===== config.mk =====
export PLATFORM = sky130hd
export DESIGN_NAME = multiplier_unsigned_multicycle
export DESIGN_NICKNAME = d
export VERILOG_FILES = /design/src/rtl/mul_pkg.sv /design/src/rtl/mul_step.sv /design/src/rtl/multiplier_unsigned_multicycle.sv
export SDC_FILE = /design/constraint.sdc
export NUM_CORES = 1
export LEC_CHECK = 0
export ABC_AREA = 0
export BUFFER_PORTS_ARGS = -buffer_cell sky130_fd_sc_hd__buf_4
export CAP_MARGIN = 20
export CORE_MARGIN = 2
export CORE_UTILIZATION = 25
export DETAILED_ROUTE_END_ITERATION = 10
export GPL_TIMING_DRIVEN = 0
export SETUP_SLACK_MARGIN = 0.5
export SYNTH_ARGS = -nofsm -noshare
export SYNTH_HDL_FRONTEND = slang
export SYNTH_HIERARCHICAL = 1
export SYNTH_SLANG_ARGS = --single-unit

===== constraint.sdc =====
create_clock -name clk -period 7.9 [get_ports clk]
set_input_delay 0.395 -clock clk [delete_from_list [all_inputs] [get_ports clk]]
set_output_delay 0.395 -clock clk [all_outputs]
set_load 0.03 [all_outputs]

===== src/rtl/mul_pkg.sv =====
// Shared types and constants for the iterative shift-and-add multiplier.
// Optional build macro: MUL_SIGNED_EN (enables signed operation select).
package mul_pkg;

  localparam int XLEN = 32;

  typedef enum logic [1:0] {
    IDLE = 2'd0,
    BUSY = 2'd1,
    DONE = 2'd2
  } state_t;

  // 2'b11 is not listed; it behaves like MUL_UU.
  typedef enum logic [1:0] {
    MUL_UU = 2'b00,
    MUL_SS = 2'b01,
    MUL_SU = 2'b10
  } op_t;

endpackage


===== src/rtl/mul_step.sv =====
// One shift-and-add iteration: adds A times the current multiplier chunk,
// shifted into its bit position, onto the 64-bit accumulator.
// Optional build macro: MUL_SIGNED_EN (not used in this file).
module mul_step
  import mul_pkg::*;
#(
  parameter int BITS_PER_CYCLE = 4
) (
  input  logic [2*XLEN-1:0]         acc,
  input  logic [XLEN-1:0]           a,
  input  logic [BITS_PER_CYCLE-1:0] b_chunk,
  input  logic [5:0]                shift,
  output logic [2*XLEN-1:0]         acc_next
);

  logic [2*XLEN-1:0] partial;

  // Zero-extended partial product, shifted and added; never overflows 64 bits.
  always_comb begin
    partial  = {{XLEN{1'b0}}, a} * {{(2*XLEN-BITS_PER_CYCLE){1'b0}}, b_chunk};
    acc_next = acc + (partial << shift);
  end

endmodule


===== src/rtl/multiplier_unsigned_multicycle.sv =====
// Iterative 32x32->64 shift-and-add multiplier with valid/ready handshakes
// on both sides. Retires BITS_PER_CYCLE multiplier bits per clock.
// Optional build macro: MUL_SIGNED_EN (latches i_op and applies sign handling).
module multiplier_unsigned_multicycle
  import mul_pkg::*;
#(
  parameter int BITS_PER_CYCLE = 4
) (
  input  logic            clk,
  input  logic            rst,
  input  logic            i_valid,
  output logic            o_ready,
  input  logic [XLEN-1:0] i_multiplicand,
  input  logic [XLEN-1:0] i_multiplier,
  input  logic [1:0]      i_op,
  output logic            o_valid,
  input  logic            i_ready,
  output logic [XLEN-1:0] o_product_lo,
  output logic [XLEN-1:0] o_product_hi
);

  localparam int         ITER     = XLEN / BITS_PER_CYCLE;
  localparam logic [5:0] LAST_CNT = 6'(ITER - 1);

  if (!(BITS_PER_CYCLE == 1 || BITS_PER_CYCLE == 2 ||
        BITS_PER_CYCLE == 4 || BITS_PER_CYCLE == 8)) begin : g_bad_bits_per_cycle
    $error("BITS_PER_CYCLE must be 1, 2, 4 or 8");
  end

  state_t            state, state_next;
  logic [2*XLEN-1:0] acc, acc_next, result;
  logic [XLEN-1:0]   a_reg, b_reg;
  logic [XLEN-1:0]   a_in, b_in;
  logic [5:0]        cnt, shift;
  logic              accept, last_iter;

  assign accept    = i_valid && o_ready;
  assign last_iter = (cnt == LAST_CNT);
  assign shift     = 6'(cnt * BITS_PER_CYCLE);

`ifdef MUL_SIGNED_EN
  logic sign_a, sign_b, neg_in, neg_reg;

  // Operands become magnitudes at acceptance; the sign is reapplied at the end.
  always_comb begin
    sign_a = ((i_op == MUL_SS) || (i_op == MUL_SU)) && i_multiplicand[XLEN-1];
    sign_b = (i_op == MUL_SS) && i_multiplier[XLEN-1];
    a_in   = sign_a ? -i_multiplicand : i_multiplicand;
    b_in   = sign_b ? -i_multiplier : i_multiplier;
    neg_in = sign_a ^ sign_b;
  end

  // Negate flag captured alongside the operands.
  always_ff @(posedge clk or negedge rst) begin
    if (!rst) begin
      neg_reg <= 1'b0;
    end else if (state == IDLE && accept) begin
      neg_reg <= neg_in;
    end
  end

  assign result = neg_reg ? -acc_next : acc_next;
`else
  logic unused_op;
  assign unused_op = ^i_op;
  assign a_in      = i_multiplicand;
  assign b_in      = i_multiplier;
  assign result    = acc_next;
`endif

  mul_step #(
    .BITS_PER_CYCLE(BITS_PER_CYCLE)
  ) u_step (
    .acc     (acc),
    .a       (a_reg),
    .b_chunk (b_reg[BITS_PER_CYCLE-1:0]),
    .shift   (shift),
    .acc_next(acc_next)
  );

  // State register; reset aborts any operation in flight.
  always_ff @(posedge clk or negedge rst) begin
    if (!rst) begin
      state <= IDLE;
    end else begin
      state <= state_next;
    end
  end

  // Next-state and handshake outputs.
  always_comb begin
    state_next = state;
    o_ready    = 1'b0;
    o_valid    = 1'b0;
    case (state)
      IDLE: begin
        o_ready = 1'b1;
        if (i_valid) state_next = BUSY;
      end
      BUSY: begin
        if (last_iter) state_next = DONE;
      end
      DONE: begin
        o_valid = 1'b1;
        if (i_ready) state_next = IDLE;
      end
      default: state_next = IDLE;
    endcase
  end

  // Datapath: capture operands, iterate, and register the final product.
  always_ff @(posedge clk or negedge rst) begin
    if (!rst) begin
      a_reg        <= '0;
      b_reg        <= '0;
      acc          <= '0;
      cnt          <= '0;
      o_product_lo <= '0;
      o_product_hi <= '0;
    end else begin
      case (state)
        IDLE: begin
          if (accept) begin
            a_reg <= a_in;
            b_reg <= b_in;
            acc   <= '0;
            cnt   <= '0;
          end
        end
        BUSY: begin
          acc   <= acc_next;
          b_reg <= b_reg >> BITS_PER_CYCLE;
          cnt   <= cnt + 6'd1;
          if (last_iter) begin
            o_product_lo <= result[XLEN-1:0];
            o_product_hi <= result[2*XLEN-1:XLEN];
          end
        end
        default: ;
      endcase
    end
  end

endmodule


After elaboration in Yosys (flattened, before gate mapping)
Cells that the tools add are included. W data, S select, Z words.

Flip-flop bits (word level): 200. Input bits: 70.

$add $sub $neg: 2. $mul: 1. Equality and inequality tests: 7. Shift-type cells: 1. Mux-type cells: 12. Reductions and logical operators: 7.

Operators by type and width (count): $pmux W64 S2 (1); $add A64 B64 Y64 (1); $mux W64 (1); $pmux W32 S2 (1); $shl A36 B6 Y64 (1); $mul A32 B4 Y36 (1); $mux W32 (1); $pmux W6 S2 (1); $ne A2 B2 Y1 const B (4); $add A6 B1 Y6 const B (1); $eq A6 B3 Y1 const B (1); $mux W2 (3); $mux W6 (1); $pmux W2 S3 (1); $reduce_and A2 Y1 (3); $reduce_and A3 Y1 (1); $eq A2 B1 Y1 const B (1); $eq A2 B2 Y1 const B (1); $logic_not A2 Y1 (1); $mux W1 (2); $reduce_bool A2 Y1 (1); $logic_and A1 B1 Y1 (1).

Depth between registers and ports, before layout
Depth in word-level cells: 5. Gate-level depth with buffers: 34. Mapped depth without buffers: 31.

Hierarchy
The synthesis kept the hierarchy.

Modules (own cells, without submodules): mul_step (instances 1, cells each 1595, area an instance 10999.3 um2); multiplier_unsigned_multicycle (instances 1, cells each 732, area an instance 8006.4 um2).

Least setup slack after synthesis
Ideal clock, no wire load.

Kind: reg-to-reg. From: register b_reg[3]. To: register o_product_hi[31]. Setup time: 0.125 ns. Data arrival time: 7.150 ns. Slack: 0.625 ns. Stages on the path, launching flop included: 33. Cells stage by stage: dfrtp_1 -> clkbuf_1 -> and2_1 -> fa_1 -> inv_1 -> fa_1 -> inv_1 -> ha_1 -> buf_6 -> a21o_1 -> a221o_1 -> a21o_1 -> a22o_1 -> a31oi_1 -> xnor2_1 -> mux4_1 -> a221oi_2 -> nand2_1 -> o211ai_1 -> a22oi_1 -> ha_1 -> clkbuf_1 -> a21o_1 -> a21o_1 -> a21oi_1 -> nor2_1 -> a2111oi_0 -> o21ai_1 -> a41oi_1 -> o21ai_0 -> a21oi_1 -> xnor3_1 -> mux2_2.

Longest elaborated chain between the ends: 3.

Ends and longest elaborated chain: from (decl) (RTL line multiplier_unsigned_multicycle.sv:32) `logic [XLEN-1:0] a_reg, b_reg;`; from (signal assigned) (RTL line multiplier_unsigned_multicycle.sv:125) `b_reg <= b_in;`; from (signal assigned) (RTL line multiplier_unsigned_multicycle.sv:132) `b_reg <= b_reg >> BITS_PER_CYCLE;`; $mul A32 B4 Y36 (RTL line mul_step.sv:20) `partial = {{XLEN{1'b0}}, a} * {{(2*XLEN-BITS_PER_CYCLE){1'b0}}, b_chunk};`; $shl A36 B6 Y64 (RTL line mul_step.sv:21) `acc_next = acc + (partial << shift);`; $add A64 B64 Y64 (RTL line mul_step.sv:21); via acc_next[63] (RTL line multiplier_unsigned_multicycle.sv:31) `logic [2*XLEN-1:0] acc, acc_next, result;`; to (signal assigned) (RTL line multiplier_unsigned_multicycle.sv:136) `o_product_hi <= result[2*XLEN-1:XLEN];`; to (decl) (RTL line multiplier_unsigned_multicycle.sv:19) `output logic [XLEN-1:0] o_product_hi`.

The timed path passes the listed nets, and every way through them passes these cells. A chain may end at the register's enable or synchronous reset.

Worst setup path in the final report
From: register b_reg[3]. To: register o_product_hi[28].

Same word-level chain as after synthesis.

==> out/results.tsv <==
metric	value	unit
Max Cap Viol	0	
CTS buffer count	17	
Seq/Total Area, Yosys	26.33	%
Yosys reg bits	200	
EDFF count, synth	0	
NumNets Final	2834	
cell mode on critical path	o21ai_1	
Ys Warns	6	
drt total wl	66330	µm
WHS Path Cells	3	
IO Pins	136	
Relative slew margins	40.38	%
Area Growth Syn to Fin	28.37	%
Core Region	0.07557	mm²
# diodes	0	
Reg clk slew, reported paths	90	ps
Port Buffers	133	
Clock Latency Late Sink	510	ps
slowest stage delay, CP	540	ps
RSZ-0062 raised after global routing	true	
outcome	completed	
Synth Instances	2327	
Slew @ Worst Pin	894.3	ps
minimum clock period	7630	ps
CP Capture Type	flop	
CP delay by family, top	compound AO/OA/AOI/OAI gates	
initial core utilization	25.15	%
Via density	5.114	
cell taking the most area after synthesis	dfrtp_1	
maximum number of pins on one net before global-route repair	111	
H-tree depth	4	
Hold WC Path Type	input port to flop	
layout cells sized above 1	26.12	%
Fmax	131.1	MHz
ranking of synthesized cells by area	dfrtp_1 26%, nand2_1 7.9%, ha_1 6.9%	
CP Buf/Inv Count	6	
DRC	0	
endpoints failing setup	0	
Post-DRT Antenna Nets	0	
root buf cell	clkbuf_16	
Final GP Congestion	0.9438	
routed len/inst	18.48	µm
worst path required time	8300	ps
Final WS setup	270.3	ps
CTS tree	built	
GR Util All Layers	16.88	%
Syn Area/Cell	8.167	µm²
1st-iter DRT viols	1546	
crit path kind	flop to flop	
fin. max-slew vios	0	
Horiz. Die Dim	279.7	µm
via count	18350	
initial antenna violation count	0	
most flop-heavy register	acc	
Top FF cell, synth	dfrtp_1	
DP HPWL	49870	µm
hold slack	70.85	ps
type of origin of the critical path	flop	
final hold vios	0	
Row Count	101	
Largest register FFs	64	
Worst Path Arrival	8030	ps
R2R depth	34	
Die Y	279.7	µm
Pre-Repair DR Iteration Count	5	
flop-to-flop setup slack	270	ps
# fillers	7952	
Die Footprint	0.07824	mm²
Crit-path slowest cell	fa_1	
first-pass GRT wire length	104300	µm
total gr overflow	0	
crit share post-route	96.58	%
Synth top area share	26.33	%
Yosys cell types	88	
Async SR Flop Fraction	100.0	%
clock sinks	200	
vias in the first global route	18350	
CP Max Fanout	9	
Post-Synthesis Cell Area	0.01901	mm²
post-place setup slack	-1440	ps
Levels on crit path	34	
clock buffer depth	2	
Clock Skew	18.55	ps
-- cells in the mapped netlist, types with 15 or more instances --
cell	instances
o22ai_1	46
mux2_4	49
a21o_1	60
a21oi_1	150
clkbuf_1	98
nand2_1	399
xnor2_1	57
buf_1	16
nand4_1	25
mux2i_1	40
nor3_1	52
a31oi_1	15
inv_1	160
buf_2	18
o21ai_0	97
fa_1	61
and2_1	109
ha_1	105
dfrtp_1	200
nor2_1	136
mux2_2	33
xor2_1	25
nand3_1	96
-- per-layer routing --
metal  vias to the layer above  wire length [µm]  track usage [%]
met5                         -                 0                0
met4                         0              2065            6.143
met3                       111              3518            2.719
met2                       560             30940            27.63
met1                      8997             29810            22.40
li1                       8685                 -                -
-- metrics by stage --
stage | instances | cell area, µm² | TNS (ps) | utilization [%]
after global placement | 3447 | 21260 | -29580 | 28.13
after detailed placement | 3448 | 21300 | -34300 | 28.18
after CTS | 3568 | 23960 | 0 | 31.71
after global routing | 3589 | 24400 | -4.445 | 32.28
final | 3589 | 24400 | 0 | 32.28
after floorplan | 2336 | 19040 | 0 | -
-- cells in the final DEF (no fill, tap or decap), types with 11 or more instances in the layout --
master       n
a21o_1      60
a21oi_1    103
a21oi_2     39
a31oi_1     11
and2_1      99
and2_4      11
and3_1      11
buf_1       16
buf_2       13
buf_4      238
buf_6       14
clkbuf_1    64
clkbuf_16   17
clkbuf_2    16
clkbuf_8    13
dfrtp_1    197
fa_1        59
ha_1        82
ha_4        15
inv_1      152
inv_2       11
mux2_2      30
mux2_4      52
mux2i_1     31
nand2_1    392
nand3_1     91
nand4_1     25
nor2_1     131
nor3_1      48
o211ai_1    14
o21a_1      13
o21ai_0     57
o21ai_1     20
o21ai_2     19
o21bai_1    14
o22ai_1     44
xnor2_1     44
xnor2_2     13
xor2_1      20
-- layout make-up --
class	instances	area, µm²	area share (%)
Tap cell	978	1224	5.016
Clock buffer	18	439.2	1.800
Timing Repair Buffer	243	1891	7.749
Buffer	141	789.5	3.236
Inverter	163	611.8	2.508
Clock inverter	14	150.1	0.6154
Sequential cell	200	5009	20.53
Multi-Input combinational cell	1832	14280	58.55
-- worst min-delay path: cells and delay by family --
kind | cells | cell delay [ps]
buf+inv | 1 | 80
simple gates | 2 | 90
-- logic make-up (layout without fill, tap and decap cells) --
group / after synthesis / in the layout / share of synthesized area [%]
flops: 200 / 200 / 26.33
xor+xnor: 83 / 83 / 3.897
other cells: 1 / 10 / 0.01973
simple gates: 888 / 888 / 21.55
compound gates: 553 / 553 / 19.25
mux: 132 / 132 / 9.157
buf+inv: 304 / 579 / 6.458
fa+ha+maj: 166 / 166 / 13.34
-- what timing repair did --
item,in CTS,in global routing
endpoints found under the setup margin,84,68
setup buffers,84,21
pin swaps,119,32
hold endpoints to repair,90,0
cloned,3,0
resized for setup,330,76
hold buffers,1,0
-- path summary, 6_finish.rpt --
| kind | start | end |
|---|---|---|
| max | b_reg[3]$_DFFE_PN0P_ | o_product_hi[28]$_DFFE_PN0P_ |
| min | i_multiplicand[13] | a_reg[13]$_DFFE_PN0P_ |
| max reg2reg | b_reg[3]$_DFFE_PN0P_ | o_product_hi[28]$_DFFE_PN0P_ |
| min reg2reg | cnt[5]$_DFFE_PN0P_ | cnt[5]$_DFFE_PN0P_ |
| max in group asynchronous | rst | o_product_lo[18]$_DFFE_PN0P_ |
| min in group asynchronous | rst | a_reg[30]$_DFFE_PN0P_ |
Power is left out: the tool's default activity adds up to more than one toggle a clock period on the data nets, which glitch-free logic cannot reach.
